### src/rtl/sif_frame_gate_pkg.sv
// Shared types and constants for the sensor-interface frame gate.
package sif_frame_gate_pkg;

  // Frame gate states: waiting for a start of frame, forwarding one, or discarding the remainder.
  typedef enum logic [1:0] {
    StIdle = 2'd0,
    StPass = 2'd1,
    StDrop = 2'd2
  } gate_state_e;

  // Bit positions within the AXIS tuser field.
  localparam int unsigned TUSER_SOF_BIT   = 0;
  localparam int unsigned TUSER_TRUNC_BIT = 1;

  // Control portion of a FIFO entry; data and keep widths are set by the top-level parameters,
  // so the top wraps this in the full entry struct.
  typedef struct packed {
    logic last;
    logic sof;
    logic trunc;
  } entry_ctl_t;

  localparam int unsigned EntryCtlW = $bits(entry_ctl_t);

  // Saturating increment for the 16-bit dropped-frame counter.
  function automatic logic [15:0] sat_inc16(input logic [15:0] val);
    return (val == 16'hFFFF) ? val : val + 16'd1;
  endfunction

endpackage

### src/rtl/sif_frame_gate_sync_fifo.sv
// Single-clock first-word-fall-through FIFO with occupancy output.
// Writes to a full FIFO and reads from an empty one are ignored.
module sif_sync_fifo #(
  parameter int unsigned Width = 8,
  parameter int unsigned Depth = 16,
  localparam int unsigned PtrW = $clog2(Depth),
  localparam int unsigned CntW = PtrW + 1
) (
  input  logic            clk_i,
  input  logic            rst_ni,
  input  logic            wr_en_i,
  input  logic [Width-1:0] wr_data_i,
  input  logic            rd_en_i,
  output logic            rd_valid_o,
  output logic [Width-1:0] rd_data_o,
  output logic [CntW-1:0] count_o
);

  logic [Width-1:0] mem_q [Depth];
  logic [PtrW-1:0]  wr_ptr_q, rd_ptr_q;
  logic [CntW-1:0]  count_q, count_d;
  logic             full, empty, push, pop;

  assign full  = (count_q == CntW'(Depth));
  assign empty = (count_q == '0);
  assign push  = wr_en_i && !full;
  assign pop   = rd_en_i && !empty;

  // Occupancy next state; simultaneous push and pop leave it unchanged.
  always_comb begin
    count_d = count_q;
    case ({push, pop})
      2'b10:   count_d = count_q + CntW'(1);
      2'b01:   count_d = count_q - CntW'(1);
      default: count_d = count_q;
    endcase
  end

  // Pointer and occupancy registers; depth is a power of two so pointers wrap naturally.
  always_ff @(posedge clk_i or negedge rst_ni) begin
    if (!rst_ni) begin
      wr_ptr_q <= '0;
      rd_ptr_q <= '0;
      count_q  <= '0;
    end else begin
      if (push) wr_ptr_q <= wr_ptr_q + PtrW'(1);
      if (pop)  rd_ptr_q <= rd_ptr_q + PtrW'(1);
      count_q <= count_d;
    end
  end

  // Storage array; contents need no reset because the read side is qualified by occupancy.
  always_ff @(posedge clk_i) begin
    if (push) mem_q[wr_ptr_q] <= wr_data_i;
  end

  assign rd_valid_o = !empty;
  assign rd_data_o  = mem_q[rd_ptr_q];
  assign count_o    = count_q;

endmodule

### src/rtl/sif_frame_gate.sv
// Frame gate between a free-running sensor pixel stream and the AXIS sensor interface input.
// Frames are buffered in a small FIFO; when the FIFO is about to overflow the current line is
// closed with a truncation marker and the rest of the frame is discarded.
// Optional line-length checker enabled by defining SIF_FRAME_GATE_LINE_CHECK_EN.
module sif_frame_gate
  import sif_frame_gate_pkg::*;
#(
  parameter int unsigned DATA_W     = 64,
  parameter int unsigned KEEP_W     = 8,
  parameter int unsigned USER_W     = 2,
  parameter int unsigned FIFO_DEPTH = 16,
  parameter int unsigned LINE_LEN_W = 16
) (
  input  logic                  i_sif_clk,
  input  logic                  i_sif_rst_n,
  input  logic                  i_enable,
  input  logic                  i_pix_vld,
  input  logic [DATA_W-1:0]     i_pix_data,
  input  logic [KEEP_W-1:0]     i_pix_keep,
  input  logic                  i_pix_sof,
  input  logic                  i_pix_eol,
  input  logic                  i_pix_eof,
  input  logic [LINE_LEN_W-1:0] i_line_len,
  output logic                  o_sif_axis_tvalid,
  output logic                  o_sif_axis_tlast,
  output logic [DATA_W-1:0]     o_sif_axis_tdata,
  output logic [KEEP_W-1:0]     o_sif_axis_tkeep,
  output logic [USER_W-1:0]     o_sif_axis_tuser,
  input  logic                  i_sif_axis_tready,
  output logic                  o_frame_active,
  output logic                  o_overflow,
  output logic [15:0]           o_drop_cnt,
  output logic                  o_len_err
);

  localparam int unsigned EntryW = DATA_W + KEEP_W + EntryCtlW;
  localparam int unsigned CntW   = $clog2(FIFO_DEPTH) + 1;
  localparam logic [CntW-1:0] DepthCnt = CntW'(FIFO_DEPTH);
  // Highest occupancy at which a mid-frame beat may still be written; that write closes the line
  // as truncated so one slot always stays free.
  localparam logic [CntW-1:0] LimitCnt = CntW'(FIFO_DEPTH - 2);

  typedef struct packed {
    logic [DATA_W-1:0] data;
    logic [KEEP_W-1:0] keep;
    entry_ctl_t        ctl;
  } entry_t;

  logic [1:0]      rst_sync_q;
  logic            rst_n;
  gate_state_e     state_q, state_d;
  entry_t          wr_entry, rd_entry;
  logic [EntryW-1:0] rd_data;
  logic            wr_en, rd_valid;
  logic [CntW-1:0] fifo_count;
  logic            at_limit, start_blocked, beat_last;
  logic            overflow_d, overflow_q;
  logic [15:0]     drop_cnt_d, drop_cnt_q;

  // Reset synchroniser: assertion is immediate, release is aligned to the clock.
  always_ff @(posedge i_sif_clk or negedge i_sif_rst_n) begin
    if (!i_sif_rst_n) rst_sync_q <= 2'b00;
    else              rst_sync_q <= {rst_sync_q[0], 1'b1};
  end

  assign rst_n = rst_sync_q[1];

  assign at_limit      = (fifo_count == LimitCnt);
  assign start_blocked = (fifo_count > LimitCnt);
  assign beat_last     = i_pix_eol | i_pix_eof;

  // Gate FSM next state and FIFO write control.
  always_comb begin
    state_d            = state_q;
    wr_en              = 1'b0;
    overflow_d         = 1'b0;
    wr_entry.data      = i_pix_data;
    wr_entry.keep      = i_pix_keep;
    wr_entry.ctl.last  = beat_last;
    wr_entry.ctl.sof   = i_pix_sof;
    wr_entry.ctl.trunc = 1'b0;
    case (state_q)
      StIdle: begin
        if (i_pix_vld && i_pix_sof && i_enable) begin
          if (start_blocked) begin
            // No room for even one beat of the new frame: drop it whole.
            overflow_d = 1'b1;
            if (!i_pix_eof) state_d = StDrop;
          end else if (at_limit && !i_pix_eof) begin
            wr_en              = 1'b1;
            wr_entry.ctl.last  = 1'b1;
            wr_entry.ctl.trunc = 1'b1;
            overflow_d         = 1'b1;
            state_d            = StDrop;
          end else begin
            wr_en = 1'b1;
            if (!i_pix_eof) state_d = StPass;
          end
        end
      end
      StPass: begin
        if (i_pix_vld) begin
          wr_en = 1'b1;
          if (at_limit && !i_pix_eof) begin
            wr_entry.ctl.last  = 1'b1;
            wr_entry.ctl.trunc = 1'b1;
            overflow_d         = 1'b1;
            state_d            = StDrop;
          end else if (i_pix_eof) begin
            state_d = StIdle;
          end
        end
      end
      StDrop: begin
        if (i_pix_vld && i_pix_eof) state_d = StIdle;
      end
      default: state_d = StIdle;
    endcase
  end

  assign drop_cnt_d = overflow_d ? sat_inc16(drop_cnt_q) : drop_cnt_q;

  // State, overflow pulse and dropped-frame counter registers.
  always_ff @(posedge i_sif_clk or negedge rst_n) begin
    if (!rst_n) begin
      state_q    <= StIdle;
      overflow_q <= 1'b0;
      drop_cnt_q <= '0;
    end else begin
      state_q    <= state_d;
      overflow_q <= overflow_d;
      drop_cnt_q <= drop_cnt_d;
    end
  end

  sif_sync_fifo #(
    .Width (EntryW),
    .Depth (FIFO_DEPTH)
  ) u_fifo (
    .clk_i      (i_sif_clk),
    .rst_ni     (rst_n),
    .wr_en_i    (wr_en),
    .wr_data_i  (wr_entry),
    .rd_en_i    (i_sif_axis_tready),
    .rd_valid_o (rd_valid),
    .rd_data_o  (rd_data),
    .count_o    (fifo_count)
  );

  assign rd_entry = entry_t'(rd_data);

  // AXIS outputs; payload is forced to zero while nothing is queued.
  always_comb begin
    o_sif_axis_tvalid = rd_valid;
    o_sif_axis_tlast  = 1'b0;
    o_sif_axis_tdata  = '0;
    o_sif_axis_tkeep  = '0;
    o_sif_axis_tuser  = '0;
    if (rd_valid) begin
      o_sif_axis_tlast                  = rd_entry.ctl.last;
      o_sif_axis_tdata                  = rd_entry.data;
      o_sif_axis_tkeep                  = rd_entry.keep;
      o_sif_axis_tuser[TUSER_SOF_BIT]   = rd_entry.ctl.sof;
      o_sif_axis_tuser[TUSER_TRUNC_BIT] = rd_entry.ctl.trunc;
    end
  end

  assign o_frame_active = (state_q == StPass);
  assign o_overflow     = overflow_q;
  assign o_drop_cnt     = drop_cnt_q;

`ifdef SIF_FRAME_GATE_LINE_CHECK_EN
  logic [LINE_LEN_W-1:0] line_cnt_q, line_cnt_d, line_base;
  logic [LINE_LEN_W:0]   line_beats;
  logic                  len_err_d, len_err_q;

  // Per-line written-beat counter; flags lines whose length differs from i_line_len.
  always_comb begin
    line_cnt_d = line_cnt_q;
    len_err_d  = 1'b0;
    line_base  = wr_entry.ctl.sof ? '0 : line_cnt_q;
    line_beats = {1'b0, line_base} + (LINE_LEN_W + 1)'(1);
    if (wr_en) begin
      if (wr_entry.ctl.trunc) begin
        line_cnt_d = '0;
      end else if (beat_last) begin
        line_cnt_d = '0;
        if (line_beats != {1'b0, i_line_len}) len_err_d = 1'b1;
      end else if (&line_base) begin
        // Counter would wrap: hold it at its maximum.
        len_err_d  = 1'b1;
        line_cnt_d = line_base;
      end else begin
        line_cnt_d = line_beats[LINE_LEN_W-1:0];
      end
    end
  end

  // Line counter and error pulse registers.
  always_ff @(posedge i_sif_clk or negedge rst_n) begin
    if (!rst_n) begin
      line_cnt_q <= '0;
      len_err_q  <= 1'b0;
    end else begin
      line_cnt_q <= line_cnt_d;
      len_err_q  <= len_err_d;
    end
  end

  assign o_len_err = len_err_q;
`else
  logic unused_line_len;
  assign unused_line_len = ^i_line_len;
  assign o_len_err       = 1'b0;
`endif

  // A write must never land on a full FIFO.
  assert property (@(posedge i_sif_clk) disable iff (!rst_n) !(wr_en && fifo_count == DepthCnt));

endmodule

### config.mk
export PLATFORM = sky130hd
export DESIGN_NAME = sif_frame_gate
export DESIGN_NICKNAME = d
export VERILOG_FILES = /design/src/rtl/sif_frame_gate_pkg.sv /design/src/rtl/sif_frame_gate_sync_fifo.sv /design/src/rtl/sif_frame_gate.sv
export SDC_FILE = /design/constraint.sdc
export NUM_CORES = 1
export LEC_CHECK = 0
export BUFFER_PORTS_ARGS = -buffer_cell sky130_fd_sc_hd__buf_2
export CAP_MARGIN = 20
export CELL_PAD_IN_SITES_DETAIL_PLACEMENT = 1
export CELL_PAD_IN_SITES_GLOBAL_PLACEMENT = 2
export CORE_ASPECT_RATIO = 1.5
export CORE_MARGIN = 2
export CORE_UTILIZATION = 49
export CTS_CLUSTER_SIZE = 8
export DETAILED_ROUTE_END_ITERATION = 10
export GPL_TIMING_DRIVEN = 0
export PLACE_DENSITY = 0.83
export SYNTH_ARGS = -nofsm -noshare
export SYNTH_HDL_FRONTEND = slang
export SYNTH_SLANG_ARGS = --single-unit
### constraint.sdc
create_clock -name i_sif_clk -period 2.6 [get_ports i_sif_clk]
set_input_delay 0.52 -clock i_sif_clk [delete_from_list [all_inputs] [get_ports i_sif_clk]]
set_output_delay 0.52 -clock i_sif_clk [all_outputs]
set_load 0.02 [all_outputs]
# After elaboration in Yosys (flattened, before gate mapping)
# Memories as Yosys holds them, arrays and structs flattened.
# Index checks and enable logic that the tools add are counted.
[word_totals] rom_bits=0 regBits=34 latchBits=0 inputBits=96 out_inout_bits=95 mem_bits_rw=1200 memories=1 word_cells=77
[mem_list] name="u_fifo.mem_q" depth=16 width=75 rd=1 rd_clocked_by_memory_dff=0 wr=1 line_no="sif_frame_gate_sync_fifo.sv:19" source="logic [Width-1:0] mem_q [Depth];"
[op_classes] add_sub_neg=5 n_lt_le_gt_ge=1 mux=34 bitwise_logic=2 n_div=0 multipliers=0 n_reduce_logical=14 eq_ne=13 n_shift=0
[ops] op="64-bit two-way mux" n=1
[ops] op="2-bit two-way mux" n=10
[ops] op="16-bit by 1-bit adder with 16-bit output (second input constant)" n=1
[ops] op="16-bit == test (second input constant)" n=1
[ops] op="1-bit two-way mux" n=16
[ops] op="5-bit case mux with 2 select lines" n=1
[ops] op="4-bit by 1-bit adder with 4-bit output (second input constant)" n=2
[ops] op="8-bit two-way mux" n=1
[ops] op="1-bit case mux with 2 select lines" n=4
[ops] op="1-bit logical AND" n=6
[ops] op="2-bit != test (second input constant)" n=3
[ops] op="3-bit != test (second input constant)" n=2
[ops] op="2-bit case mux with 3 select lines" n=1
[ops] op="6-bit AND reduction" n=1
[ops] op="5-bit by 1-bit adder with 5-bit output (second input constant)" n=1
[ops] op="5-bit by 4-bit == test with 1-bit output (second input constant)" n=1
[ops] op="5-bit == test (second input constant)" n=1
[ops] op="5-bit by 4-bit greater-than comparator with 1-bit output (second input constant)" n=1
[ops] op="5-bit zero test" n=1
[ops] op="5-bit by 1-bit subtractor with 5-bit output (second input constant)" n=1
[ops] op="2-bit by 1-bit == test with 1-bit output (second input constant)" n=2
[ops] op="2-bit == test (second input constant)" n=2
[ops] op="1-bit zero test" n=3
[ops] op="3-bit by 2-bit != test with 1-bit output (second input constant)" n=1
[ops] op="5 further kinds" n=5

# Depth between registers and ports, before layout
[depth] word_depth=7 depth_mapped=14 ltp_nobuf=11

# By module
# A second synthesis with hierarchy kept.
[unflattened] hier_cells=2112 area_unflattened_um2=47180.2
[modules_own_cells] module="sif_sync_fifo" cells_each=1925 instances=1 seq_area_each_um2=36359.9 area_each_um2=45593.7
[modules_own_cells] module="sif_frame_gate" cells_each=187 instances=1 seq_area_each_um2=525.5 area_each_um2=1586.5

# Worst setup path before layout
# OpenSTA, ideal clock, no wires.
[synth_path] kind="input-to-reg" start="input i_enable" end="memory u_fifo.mem_q[0][0] in the netlist's numbering, enable pin" required_time_ns=1.907 setup_ns=0.693 arrival_ns=8.292 n_path_buf=1 cell_stages=5 path_slack_ns=-6.385 cell_sequence="a21oi_1 > nor3b_2 > a21oi_1 > buf_2 > nor4_1"
[synth_between] elab_chain_len=6
[synth_rtl] item="start: declaration" line_no="sif_frame_gate.sv:16" source="input logic i_enable,"
[synth_rtl] item="1-bit logical AND" line_no="sif_frame_gate.sv:84" source="if (i_pix_vld && i_pix_sof && i_enable) begin"
[synth_rtl] item="1-bit two-way mux" line_no="sif_frame_gate.sv:84"
[synth_rtl] item="1-bit case mux with 2 select lines" line_no="sif_frame_gate.sv:82" source="case (state_q)"
[synth_rtl] item="1-bit logical AND" line_no="sif_frame_gate_sync_fifo.sv:26" source="assign push = wr_en_i && !full;"
[synth_rtl] item="1-bit two-way mux" line_no="sif_frame_gate_sync_fifo.sv:54" source="if (push) mem_q[wr_ptr_q] <= wr_data_i;"
[synth_rtl] item="1-bit two-way mux (not written as such)" line_no="sif_frame_gate_sync_fifo.sv:54"
[synth_rtl] item="end: declaration" line_no="sif_frame_gate_sync_fifo.sv:19"
# Every way passes these cells.

# Worst setup path in the final report
[layout_path] start="register u_fifo.rd_ptr_q[0]" end="output o_sif_axis_tuser[0]"
[layout_between] elab_chain_len=2
[layout_rtl] item="start: declaration" line_no="sif_frame_gate_sync_fifo.sv:20" source="logic [PtrW-1:0] wr_ptr_q, rd_ptr_q;"
[layout_rtl] item="start signal: assignment" line_no="sif_frame_gate_sync_fifo.sv:47" source="if (pop) rd_ptr_q <= rd_ptr_q + PtrW'(1);"
[layout_rtl] item="memory read 16 x 75 bit"
[layout_rtl] item="2-bit two-way mux" line_no="sif_frame_gate.sv:159" source="if (rd_valid) begin"
[layout_rtl] item="end: declaration" line_no="sif_frame_gate.sv:28" source="output logic [USER_W-1:0] o_sif_axis_tuser,"
# Every way passes these cells.

==> impl_metrics.ini <==
[sta]
finalWorstSetupSlack_ps = -945
rsz0062_at_grt = yes
tns_ps = -111250
skew_ps = 31.3
min_period_over_period_pct = 136
fin_crit_ps = 3550
hold_viol_final = 0
fmax_ghz = 0.282
worstMarginPinSlew_ps = 1170
slew_viol_final = 0
slew-limit-headroom_pct = 21.7
final-setup-viol-count = 532

[clock_tree]
clk_latency_ps = 790
cts.path.max_buffers = 3
htree_levels = 4
clk_pin_slew_ps = 60
cts_num_sinks = 1234
numCtsBuffers = 172
cts_tree = yes
root_buffer = clkbuf_16

[global_route]
overflow = 0
grt_pass1_wl_um = 184000
grt_pass1_vias = 26400
grt_max_degree = 42
grt_usage_pct = 26.3
antenna_found_initial = 18

[floorplan]
ios = 191
start_util_pct = 49.4
fp.dieW_um = 258
row_count = 139
core_um2 = 95700
die_h_um = 384
dieArea_um2 = 99000

[drt]
drt_pass1_iterations = 5
routed_via_density = 6.59
drt_first_iter_violations = 3061
vias = 25400
top_layer = met5
wl_um = 151000
route.met2.wl_um = 78800
drcViolationCount = 0
met1_length_um = 51400
dr_wl_met3_um = 12800
ant_nets = 0
wl_per_cell_um = 39.2

[power]
ir_drop_mv = 0.775
p_leak_nw = 19.6
p_per_area_nw_per_um2 = 1170

[setup_path]
reg2reg_depth = 15
crit_chain = buf_12 -> buf_12 -> buf_12 -> mux4_2 -> mux2i_1 -> o22ai_2 -> buf_4
crit_type = flip-flop to output port
critical_path_required_ps = 2080
end_kind = output port
critPathLaunchType = flip-flop
slowest_delay_ps = 560
reg2reg_from = u_fifo.count_o[2]
crit_top_cell = buf_12
worstPathArrival_ps = 3030
r2r_slack_ps = -430
cpMaxStageDelayCell = mux4_2
cp_max_fo = 10
timing.rr.end = u_fifo.count_o[4]

[yosys]
yosysMostFrequentCell = edfxtp_1
synth_edf_count = 1200
avgSynthCellArea_um2 = 23.3
synth_flop_cell = edfxtp_1
ys_types = 49
synthArstFlopShare_pct = 2.76
yosysTopAreaCell = edfxtp_1
ys_warn_count = 0
synth_fp_nets = 2133
ys_ff_latch = 1234
synthTopCellsByArea = edfxtp_1, mux4_2, mux2i_1
netlist_area_um2 = 47300
seq_area_frac_synth_pct = 78.0
syn_inst = 2027
yosys-top-cells-count = edfxtp_1, mux4_2, mux2i_1, o22ai_1, buf_2
yosys.area.top_type_share_pct = 76.2

[outcome]
violations = setup timing
status = finished, violations left

[finish]
fillers = 7744
fin_area_um2 = 58800
drive_gt1_share_pct = 41.8
finalNetCount = 2638
utilization_pct = 61.4
syn_to_final_growth_pct = 24.3

[placed_design]
gp_congestion = 0.736
dpl.hpwl_um = 76500
placed_area_um2 = 50900
numPortBuffers = 173

[job]
drv_cap = 0

[hold_path]
hold_class = input port to asynchronous set/reset pin
layout by cell type, fill, tap and decap left out, types with 4 or more instances in the layout:
cell type	Yosys	final
and2_2	0	4
and2_4	0	6
and3_4	0	4
buf_12	0	40
buf_16	0	31
buf_2	54	142
buf_4	8	104
buf_6	2	60
buf_8	0	16
clkbuf_1	24	31
clkbuf_16	0	194
clkbuf_2	0	9
clkbuf_4	0	14
clkinv_8	0	5
dfrtp_1	34	30
dfrtp_2	0	4
diode_2	0	8
edfxtp_1	1200	1200
ha_1	10	7
inv_1	10	9
mux2i_1	150	93
mux2i_2	0	31
mux2i_4	0	26
mux4_2	300	300
nand2_1	13	12
nand3_1	5	5
nor2_1	20	15
nor2_4	0	5
nor4_4	0	5
o21ai_0	5	4
o22ai_1	76	39
o22ai_2	0	31
o22ai_4	0	6
xnor2_1	8	8
xor2_1	16	15
power breakdown:
group          leakage [nW]  switching, mW  internal, mW
Clock                  2.28           8.65          12.1
Combinational          6.07           13.8          11.2
Sequential             11.2          0.412          22.5
timing repair:
action                                   CTS  global route
hold buffers                               1             0
hold endpoints to repair                   2             0
pin swaps                                  2            48
gates cloned                               0            26
endpoints found under the setup margin  1176          1179
setup buffers                              0            77
resized for setup                        320           223
logic make-up (layout without fill, tap and decap cells):
group,Yosys count,after routing,synth area share [%]
DFF,1234,1234,78.0
muxes,456,456,17.6
buffers and inverters,123,665,1.21
AOI/OAI and AO/OA,100,100,1.44
and+or+nand+nor,78,85,0.974
xor gates and xnor gates,24,24,0.445
adders and majority gates,10,10,0.265
other,2,10,0.0159
worst max-delay path, delay by kind of cell, from the launching register on:
family | cells | cell delay (ps)
multiplexers | 2 | 850
buffers and inverters | 4 | 750
flip-flops | 1 | 450
AO/OA/AOI/OAI | 1 | 190
through the flow:
step	power (mW)	setup slack [ps]	hold WS, ps	std cells
6_report	68.6	-945	41.7	3853
4_1_cts	64.0	-827	19.2	3743
2_1_floorplan	35.3	-1440	224	2027
3_5_place_dp	41.9	-1260	306	3524
3_3_place_gp	41.2	-4730	309	3469
5_1_grt	70.2	-960	34.4	3850
worst max path at each step:
stage,from,endpoint,cells after the start
after CTS,u_fifo.rd_ptr_q[0],o_sif_axis_tdata[52],7
after floorplan,i_enable,u_fifo.mem_q[0][0],5
final,u_fifo.rd_ptr_q[0],o_sif_axis_tuser[0],7
after global placement,i_pix_sof,u_fifo.mem_q[3][49],6
after global routing,u_fifo.rd_ptr_q[0],o_sif_axis_tuser[0],7
after detailed placement,i_pix_sof,u_fifo.mem_q[13][47],9
flip-flops by register name (all words and copies together) (netlist names):
signal           flops
u_fifo.count_o       5
state_q              2
u_fifo.wr_ptr_q      4
o_drop_cnt          16
u_fifo.mem_q      1200
rst_sync_q           2
u_fifo.rd_ptr_q      4
o_overflow           1
layer usage:
metal  global-route usage (%)  up-vias
li1                         -     9642
met1                     31.3    13500
met2                     46.6     1781
met3                     5.60      462
met4                     10.7       14
met5                        0        -
area by class of cell:
cell class / count / area [um^2] / share of cell area [%]
flip-flops and latches: 1234 / 36900 / 62.8
multi-input cells: 677 / 10800 / 18.4
clock buffers: 206 / 4520 / 7.69
repair buffers: 325 / 3270 / 5.56
well taps: 1269 / 1590 / 2.70
plain buffers: 112 / 1420 / 2.41
clock inverters: 12 / 175 / 0.298
inverters: 10 / 37.5 / 0.0639
diodes: 8 / 20.0 / 0.0341
Note: power is estimated with default switching activity, not from simulation.
